## src/rtl/max_pool_2x2_pkg.sv

```systemverilog
// Shared constants and FSM encoding for the 2x2 max-pool block.
// Stands in for the cnn_defs.vh include: word width, float zero, sign bit, row-phase states.
package max_pool_2x2_pkg;

    localparam int          DATA_WIDTH_DEF = 32;
    localparam logic [31:0] FP_ZERO        = 32'h0000_0000;
    localparam int          FP_SIGN_BIT    = 31;

    typedef enum logic {
        EVEN_ROW = 1'b0,
        ODD_ROW  = 1'b1
    } pool_state_e;

endpackage

```

## src/rtl/max_pool_2x2_pool_line_buf.sv

```systemverilog
// Half-width line buffer holding the horizontal pair maxima of the even row.
// One synchronous write port, one asynchronous read port, no reset.
module pool_line_buf #(
    parameter int DATA_WIDTH = 32,
    parameter int DEPTH      = 15,
    parameter int AW         = 4
) (
    input  logic                  clk,
    input  logic                  we,
    input  logic [AW-1:0]         waddr,
    input  logic [DATA_WIDTH-1:0] wdata,
    input  logic [AW-1:0]         raddr,
    output logic [DATA_WIDTH-1:0] rdata
);

    logic [DATA_WIDTH-1:0] mem_q [DEPTH];

    always_ff @(posedge clk) begin
        if (we) begin
            mem_q[waddr] <= wdata;
        end
    end

    assign rdata = mem_q[raddr];

endmodule

```

## src/rtl/max_pool_2x2.sv

```systemverilog
// 2x2 stride-2 max pooling over a raster float32 stream (non-negative values, no backpressure).
// Optional macro MAXPOOL_RELU_GUARD_EN clamps sign-bit-set inputs to +0.0 before pooling.
module max_pool_2x2
    import max_pool_2x2_pkg::*;
#(
    parameter int DATA_WIDTH = DATA_WIDTH_DEF,
    parameter int IMG_W      = 30,
    parameter int IMG_H      = 30
) (
    input  logic                  clk,
    input  logic                  rst_n,
    input  logic                  valid_in,
    input  logic [DATA_WIDTH-1:0] data_in,
    output logic [DATA_WIDTH-1:0] data_out,
    output logic                  valid_out,
    output logic                  frame_done
);

    localparam int HALF_W = IMG_W / 2;
    localparam int COL_W  = (IMG_W > 1) ? $clog2(IMG_W) : 1;
    localparam int ROW_W  = (IMG_H > 1) ? $clog2(IMG_H) : 1;
    localparam int LB_AW  = (HALF_W > 1) ? $clog2(HALF_W) : 1;

    generate
        if ((IMG_W % 2) != 0) begin : g_bad_img_w
            $error("max_pool_2x2: IMG_W must be even");
        end
        if ((IMG_H % 2) != 0) begin : g_bad_img_h
            $error("max_pool_2x2: IMG_H must be even");
        end
    endgenerate

    // Magnitude-only compare is exact ordering for non-negative IEEE floats; ties keep a.
    function automatic logic [DATA_WIDTH-1:0] fmax(input logic [DATA_WIDTH-1:0] a,
                                                   input logic [DATA_WIDTH-1:0] b);
        return (a[DATA_WIDTH-2:0] >= b[DATA_WIDTH-2:0]) ? a : b;
    endfunction

`ifdef MAXPOOL_RELU_GUARD_EN
    function automatic logic [DATA_WIDTH-1:0] relu_guard(input logic [DATA_WIDTH-1:0] x);
        return x[FP_SIGN_BIT] ? DATA_WIDTH'(FP_ZERO) : x;
    endfunction
`endif

    logic [DATA_WIDTH-1:0] pix;
`ifdef MAXPOOL_RELU_GUARD_EN
    assign pix = relu_guard(data_in);
`else
    assign pix = data_in;
`endif

    pool_state_e           state_q, state_d;
    logic [COL_W-1:0]      col_q, col_d;
    logic [ROW_W-1:0]      row_q, row_d;
    logic [DATA_WIDTH-1:0] hold_q, hold_d;
    logic [DATA_WIDTH-1:0] data_out_q, data_out_d;
    logic                  valid_out_q, valid_out_d;
    logic                  frame_done_q, frame_done_d;

    logic                  lb_we;
    logic [LB_AW-1:0]      lb_addr;
    logic [DATA_WIDTH-1:0] lb_rdata;
    logic [DATA_WIDTH-1:0] pair_max;
    logic                  last_col, last_row;

    assign lb_addr  = LB_AW'(col_q >> 1);
    assign pair_max = fmax(hold_q, pix);
    assign last_col = (col_q == COL_W'(IMG_W - 1));
    assign last_row = (row_q == ROW_W'(IMG_H - 1));

    pool_line_buf #(
        .DATA_WIDTH (DATA_WIDTH),
        .DEPTH      (HALF_W),
        .AW         (LB_AW)
    ) u_line_buf (
        .clk   (clk),
        .we    (lb_we),
        .waddr (lb_addr),
        .wdata (pair_max),
        .raddr (lb_addr),
        .rdata (lb_rdata)
    );

    always_comb begin
        state_d      = state_q;
        col_d        = col_q;
        row_d        = row_q;
        hold_d       = hold_q;
        data_out_d   = data_out_q;
        valid_out_d  = 1'b0;
        frame_done_d = 1'b0;
        lb_we        = 1'b0;

        if (valid_in) begin
            if (!col_q[0]) begin
                hold_d = pix;
            end else if (state_q == EVEN_ROW) begin
                lb_we = 1'b1;
            end else begin
                data_out_d   = fmax(lb_rdata, pair_max);
                valid_out_d  = 1'b1;
                frame_done_d = last_row && last_col;
            end

            // Row phase alternates per row; the frame wrap always restarts on an even row.
            if (last_col) begin
                col_d = '0;
                if (last_row) begin
                    row_d   = '0;
                    state_d = EVEN_ROW;
                end else begin
                    row_d   = row_q + ROW_W'(1);
                    state_d = (state_q == EVEN_ROW) ? ODD_ROW : EVEN_ROW;
                end
            end else begin
                col_d = col_q + COL_W'(1);
            end
        end
    end

    always_ff @(posedge clk) begin
        if (!rst_n) begin
            state_q      <= EVEN_ROW;
            col_q        <= '0;
            row_q        <= '0;
            hold_q       <= '0;
            data_out_q   <= '0;
            valid_out_q  <= 1'b0;
            frame_done_q <= 1'b0;
        end else begin
            state_q      <= state_d;
            col_q        <= col_d;
            row_q        <= row_d;
            hold_q       <= hold_d;
            data_out_q   <= data_out_d;
            valid_out_q  <= valid_out_d;
            frame_done_q <= frame_done_d;
        end
    end

    assign data_out   = data_out_q;
    assign valid_out  = valid_out_q;
    assign frame_done = frame_done_q;

endmodule
```

## config.mk

```make
export PLATFORM = sky130hd
export DESIGN_NAME = max_pool_2x2
export DESIGN_NICKNAME = d
export VERILOG_FILES = /design/src/rtl/max_pool_2x2_pkg.sv /design/src/rtl/max_pool_2x2_pool_line_buf.sv /design/src/rtl/max_pool_2x2.sv
export SDC_FILE = /design/constraint.sdc
export NUM_CORES = 1
export LEC_CHECK = 0
export BUFFER_PORTS_ARGS = -buffer_cell sky130_fd_sc_hd__buf_2
export CORE_MARGIN = 3
export CORE_UTILIZATION = 30
export CTS_BUF_LIST = sky130_fd_sc_hd__clkbuf_2 sky130_fd_sc_hd__clkbuf_4 sky130_fd_sc_hd__clkbuf_8
export DETAILED_ROUTE_END_ITERATION = 10
export PLACE_DENSITY = 0.5
export SLEW_MARGIN = 20
export SYNTH_ARGS = -nofsm -noshare
export SYNTH_HDL_FRONTEND = slang
export SYNTH_HIERARCHICAL = 1
export SYNTH_SLANG_ARGS = --single-unit
export TNS_END_PERCENT = 50
```

## constraint.sdc

```tcl
create_clock -name clk -period 4.6 [get_ports clk]
set_clock_uncertainty 0.05 [all_clocks]
set_input_delay 0.46 -clock clk [delete_from_list [all_inputs] [get_ports clk]]
set_output_delay 0.46 -clock clk [all_outputs]
set_load 0.01 [all_outputs]
```

==> results of run 1 <==
## power breakdown
part	switching, uW	total, uW	internal, uW
Clock	2010	4670	2670
Combinational	492	865	373
Sequential	29.5	5570	5540
## stage by stage
| stage | setup WS (ns) | std cells |
|---|---|---|
| 6_report | 0.147 | 2781 |
| 5_1_grt | 0.00245 | 2781 |
| 4_1_cts | 0.00674 | 2781 |
| 3_5_place_dp | -1.08 | 2579 |
| 3_3_place_gp | -1.02 | 2579 |
| 2_1_floorplan | 0.187 | 1422 |
## synth_stat cells (32+ instances only)
master / instances
ha_1: 66
inv_1: 67
a21o_1: 36
edfxtp_1: 480
mux4_2: 92
nor2_1: 58
mux2i_1: 38
mux2_2: 32
a32o_1: 32
dfxtp_1: 77
nand2_1: 113
a21oi_1: 85
## critical path: stages, from the launching register on
cell	delay [ns]
dfxtp_2	0.33
ha_1	0.31
and4_4	0.20
a221oi_2	0.27
buf_4	0.15
o2111ai_2	0.14
o21ai_4	0.19
buf_6	0.15
mux2_2	0.37
inv_1	0.07
ha_1	0.24
a21o_1	0.17
a31oi_2	0.23
o21ai_2	0.14
a211oi_4	0.35
buf_6	0.16
o21ai_4	0.09
buf_4	0.19
buf_16	0.15
a32o_1	0.24
a21o_1	0.14
## cell type report
cell class              count  area, um2
fillers                  7190      48100
multi-input cells         725       6790
well taps                1030       1290
inverters                  68        255
flip-flops and latches    557      16000
clock inverters            35        269
repair buffers            225       1790
clock buffers             141       1750
## logic make-up (layout without fill, tap and decap cells)
family          count (synthesis)  in the layout  synth area share
fa+ha+maj                      66             66            0.0357
xor+xnor                        7              7           0.00265
flops                         557            557             0.690
compound gates                256            256            0.0768
simple gates                  233            234            0.0444
buf+inv                       141            469            0.0292
mux                           162            162             0.122
## final timing paths
check	start	end	slack (ns)	cells past startpoint
max	hold_q[29]$_SDFFE_PN0P_	data_out[17]$_SDFFE_PN0P_	0.15	20
min	valid_in	col_q[1]$_SDFFE_PN0P_	0.06	2
max reg2reg	hold_q[29]$_SDFFE_PN0P_	data_out[17]$_SDFFE_PN0P_	0.15	20
min reg2reg	hold_q[31]$_SDFFE_PN0P_	hold_q[31]$_SDFFE_PN0P_	0.40	2
## routing by layer
layer | up-vias | routed length, um | global-route usage
li1 | 6113 | - | -
met4 | 0 | 1240 | 0.0446
met3 | 91 | 3690 | 0.0305
met5 | - | 0 | 0
met2 | 403 | 30500 | 0.255
met1 | 7073 | 30100 | 0.227
## state kept, by name (all words and copies together), names as in the netlist
signal / count
u_line_buf/mem_q: 480
data_out: 32
hold_q: 32
col_q: 5
row_q: 5
frame_done: 1
state_q: 1
valid_out: 1
## repair_timing
action                     CTS  global route
setup endpoints to repair   32            32
cloned                       4             0
setup buffers               12             0
hold endpoints to repair    10             0
hold buffers                10             0
resized for setup           21            20
pin swaps                    7             5
==> results by group, run 1 <==
Routing
  – DRC Markers: 0
  – Routed len/inst: 23.6 um
  – Initial DRC count: 1170
  – Via Count: 13700
  – ANT nets after route: 0
  – Post-Route WL: 65.6 mm
  – 1st-pass router iterations: 5
  – Vias/cell: 4.92

Floorplanning
  – Initial Utilization: 0.304
  – Die Height: 284 um
  – Rows: 101
  – Floorplan die width: 284 um
  – Die Footprint: 80500 um2
  – Core area: 76200 um2
  – # IOs: 69

STA
  – Period utilization: 0.968
  – Clock period minus worst slack: 4.45 ns
  – TNS Setup: 0 ns
  – Unrepaired setup endpoints after global routing: no
  – Worst relative slew slack: 0.233
  – Final setup fails: 0
  – Final hold vios: 0
  – Worst-Margin Slew: 1.15 ns
  – Fmax: 0.225 GHz
  – Final hold slack: 0.0643 ns
  – Final Max Slew Viols: 0

Global route
  – Vias in the first global route: 13900
  – Pin count of the biggest net entering global routing: 54
  – GRT Residual Overflow: 0
  – Antenna violations before repair: 0
  – First-pass GRT wire length: 95.5 mm
  – Tot GR Track Use: 0.161

Synthesis
  – Post-synthesis cell area: 23100 um2
  – Syn Inst Count: 1422
  – Dominant cell type by area after synthesis: edfxtp_1
  – Distinct cells, synth: 52
  – Syn_area_per_cell: 16.3 um2
  – Synth top area share: 0.623
  – Post-synthesis register bit count: 557
  – Warnings, synthesis: 6
  – Post-Syn Nets: 1523
  – Synth area leaders: edfxtp_1, mux4_2, dfxtp_1
  – Post-synth EDFFs: 480
  – Sequential area share after synthesis: 0.690
  – Most used DFF post-synth: edfxtp_1
  – Post-synth ARST share: 0

Critical path
  – Worst EP required: 5.10 ns
  – Crit end category: flop
  – WP data arrival: 4.95 ns
  – Critical path fanouts, max: 8
  – Startpoint Class: flop
  – Setup CP Type: flop to flop

Clock network
  – Clk_lat worst skew: 0.67 ns
  – Num CTS Buffers: 95
  – CTS tree: yes
  – Clock transition at the registers of the reported paths: 0.06 ns
  – CTS HTree Levels: 3
  – CTS Buffer Depth: 3
  – Root buffer cell: clkbuf_8
  – Clock sink count: 557

Hold path
  – Hold WC Path Type: input port to flop

Outcome
  – Outcome: complete, no violations

Run
  – Max capacitance violation total: 0

Finish
  – Most frequent cells in the layout: edfxtp_1, buf_4, nand2_1
  – Net count, final: 1773
  – Share of layout cells above drive strength 1: 0.315
  – Most common cell after layout, fill and taps aside: edfxtp_1
  – Final Instance Area: 28100 um2
  – Post-layout util: 0.369
  – Area growth syn-to-layout: 21.5%
  – ANT cells: 0

Power and ir drop
  – Leakage: 0.0100 uW
  – Pwr Density: 395 nW/um2
  – Design Power: 11100 uW
  – VDD IR max: 221 uV

Placement
  – Port Buffers: 68
  – Global placer's final weighted congestion: 0.792
  – Post-DP Area: 25600 um2
  – Estimated wirelength of the detail-placed design: 40.6 mm
(Power assumes the default switching activity.)
==> inputs of run 2 (changes only) <==
--- a/config.mk
+++ b/config.mk
@@ -5,12 +5,12 @@
 export SDC_FILE = /design/constraint.sdc
 export NUM_CORES = 1
 export LEC_CHECK = 0
-export BUFFER_PORTS_ARGS = -buffer_cell sky130_fd_sc_hd__buf_2
 export CORE_MARGIN = 3
 export CORE_UTILIZATION = 30
 export CTS_BUF_LIST = sky130_fd_sc_hd__clkbuf_2 sky130_fd_sc_hd__clkbuf_4 sky130_fd_sc_hd__clkbuf_8
 export DETAILED_ROUTE_END_ITERATION = 10
-export PLACE_DENSITY = 0.5
+export DONT_BUFFER_PORTS = 1
+export PLACE_DENSITY = 0.49
 export SLEW_MARGIN = 20
 export SYNTH_ARGS = -nofsm -noshare
 export SYNTH_HDL_FRONTEND = slang
==> results by group, run 2 (synthesis results as in run 1) <==
Outcome
  – Outcome: complete, no violations

Finish
  – Final Instance Area: 27800 um2 (-1.1%)
  – Fillers: 7210 (+0.28%)
  – Net count, final: 1709 (-3.6%)
  – Area growth syn-to-layout: 20.2%
  – Largest register by flop count: u_line_buf/mem_q
  – Most frequent cells in the layout: edfxtp_1, nand2_1, clkbuf_8
  – Largest register FFs: 480 (unchanged)
  – Share of layout cells above drive strength 1: 0.273 (-0.0419)
  – Most common cell after layout, fill and taps aside: edfxtp_1

Floorplanning
  – Rows: 101 (unchanged)
  – Die Footprint: 80500 um2 (unchanged)
  – Initial Utilization: 0.304 (unchanged)
  – Floorplan die width: 284 um (unchanged)
  – Core area: 76200 um2 (unchanged)
  – # IOs: 69 (unchanged)
  – Die Height: 284 um (unchanged)

Global route
  – First-pass GRT wire length: 95.5 mm (about the same)
  – Pin count of the biggest net entering global routing: 35 (-35%)
  – Vias in the first global route: 13600 (-2.3%)
  – GRT Residual Overflow: 0 (unchanged)
  – Tot GR Track Use: 0.162 (+0.00110)
  – Antenna violations before repair: 0 (unchanged)

Power and ir drop
  – VDD IR max: 207 uV (-6.6%)
  – Pwr Density: 399 nW/um2 (+1.0%)
  – Leakage: 0.00970 uW (-3.5%)
  – Design Power: 11100 uW (about the same)

Clock network
  – Clock transition at the registers of the reported paths: 0.06 ns (about the same)
  – Root buffer cell: clkbuf_8
  – CTS tree: yes
  – Clk_lat worst skew: 0.69 ns (+0.02 ns)
  – Num CTS Buffers: 95 (unchanged)
  – Clock sink count: 557 (unchanged)
  – CTS HTree Levels: 3 (unchanged)
  – CTS Buffer Depth: 3 (unchanged)

Hold path
  – Hold path depth: 3 (+1)
  – Hold path startpoint: valid_in
  – WHS Endpoint: col_q[0]$_SDFFE_PN0P_
  – Hold WC Path Type: input port to flop

Critical path
  – Critical path fanouts, max: 8 (unchanged)
  – FF-to-FF Start: hold_q[13]$_SDFFE_PN0P_
  – WP data arrival: 4.98 ns (+0.03 ns)
  – Startpoint Class: flop
  – Worst R2R End: data_out[3]$_SDFFE_PN0P_
  – Reg2Reg Setup Slack: 0.12 ns (-0.02 ns)
  – Worst EP required: 5.10 ns (about the same)
  – Critical Path Source: hold_q[13]$_SDFFE_PN0P_
  – Worst Reg-to-Reg Cells: 18 (-10%)
  – Setup CP Type: flop to flop
  – Crit end category: flop

STA
  – Final setup fails: 0 (unchanged)
  – Final Max Slew Viols: 0 (unchanged)
  – Final hold slack: 0.209 ns (+0.144 ns)
  – Worst-Margin Slew: 1.02 ns (-0.131 ns)
  – Clock period minus worst slack: 4.48 ns (+0.0236 ns)
  – Worst relative slew slack: 0.317 (+0.0842)
  – Period utilization: 0.973 (+0.00512)
  – Fmax: 0.223 GHz (-0.53%)
  – Final hold vios: 0 (unchanged)

Routing
  – Via Count: 13500 (-1.6%)
  – ANT nets after route: 0 (unchanged)
  – 1st-pass router iterations: 5 (unchanged)
  – Post-Route WL: 66.4 mm (+1.2%)
  – Routed len/inst: 24.4 um (+3.5%)
  – Initial DRC count: 1060 (-9.4%)
  – DRC Markers: 0 (unchanged)
  – Vias/cell: 4.95 (+0.60%)

Placement
  – Global placer's final weighted congestion: 0.766 (-3.2%)
  – Estimated wirelength of the detail-placed design: 40.8 mm (+0.62%)
  – Post-DP Area: 25100 um2 (-2.1%)
  – Port Buffers: 0 (-100%)

Run
  – Max capacitance violation total: 0 (unchanged)
==> run 2: changes by cell type in the layout (fill, tap and decap cells not counted), sizes merged <==
cell	before	now
clkbuf	141	145
inv	68	71
bufbuf	1	0
clkinvlp	3	5
buf	214	124
clkinv	28	24
diode	0	1
dlygate4sd3	10	35
==> run 2: how the worst max path moves through the flow <==
stage,endpoint,slack (ns),cells after the start
after floorplan,data_out[0]$_SDFFE_PN0P_,0.19,19
after global placement,data_out[14]$_SDFFE_PN0P_,-0.73,18
after detailed placement,data_out[14]$_SDFFE_PN0P_,-0.73,18
after CTS,data_out[14]$_SDFFE_PN0P_,0.04,18
after global routing,data_out[4]$_SDFFE_PN0P_,-0.04,18
final,data_out[3]$_SDFFE_PN0P_,0.12,18
==> run 2: final cells by class <==
class / count / area [um2] / area share
clock buffer: 143 / 1760 / 0.0631
antenna: 1 / 2.50 / 0.0000900
multi-input combinational: 725 / 6720 / 0.242
inverter: 68 / 255 / 0.00918
sequential: 557 / 16000 / 0.574
tap: 1030 / 1290 / 0.0463
timing repair buffer: 161 / 1530 / 0.0549
clock inverter: 36 / 294 / 0.0106
==> run 2: critical path, stage by stage, from the launching register on <==
cell	delay [ns]
dfxtp_1	0.33
ha_1	0.29
nand4_1	0.14
o21bai_1	0.12
a2111oi_2	0.39
a21oi_2	0.16
o21ai_4	0.26
buf_12	0.15
mux2_2	0.35
inv_1	0.06
ha_1	0.23
and4_1	0.22
a221o_1	0.41
a2111oi_4	0.36
o21ai_4	0.12
buf_12	0.16
clkbuf_16	0.17
a32o_1	0.24
a21o_1	0.14
==> run 2: metal layers <==
metal | up-vias | wire [um] | track usage
li1 | 5978 | - | -
met1 | 6995 | 29400 | 0.223
met3 | 80 | 4800 | 0.0409
met4 | 0 | 1260 | 0.0465
met2 | 412 | 30900 | 0.255
met5 | - | 0 | 0
==> run 2: what timing repair did <==
action	CTS	global route
cloned	1	3
endpoints found under the setup margin	32	32
hold endpoints to repair	41	0
buffers inserted	5	10
hold buffers	35	0
gates resized for setup	8	14
pin swaps	5	12
==> run 2: per-stage QoR <==
stage | setup slack (ns) | utilization | setup TNS [ns] | std cells
after floorplan | 0.187 | - | 0 | 1422
after global placement | -0.734 | 0.329 | -23.34 | 2486
after detailed placement | -0.735 | 0.329 | -23.05 | 2487
after CTS | 0.0381 | 0.362 | 0 | 2707
after global routing | -0.0373 | 0.365 | -0.694 | 2720
final | 0.124 | 0.365 | 0 | 2721
==> run 2: report_power, final <==
| part | switching, uW | internal (uW) | leakage, uW |
|---|---|---|---|
| combinational | 477 | 346 | 0.00367 |
| clock | 2030 | 2680 | 0.00108 |
| sequential | 27.9 | 5540 | 0.00495 |
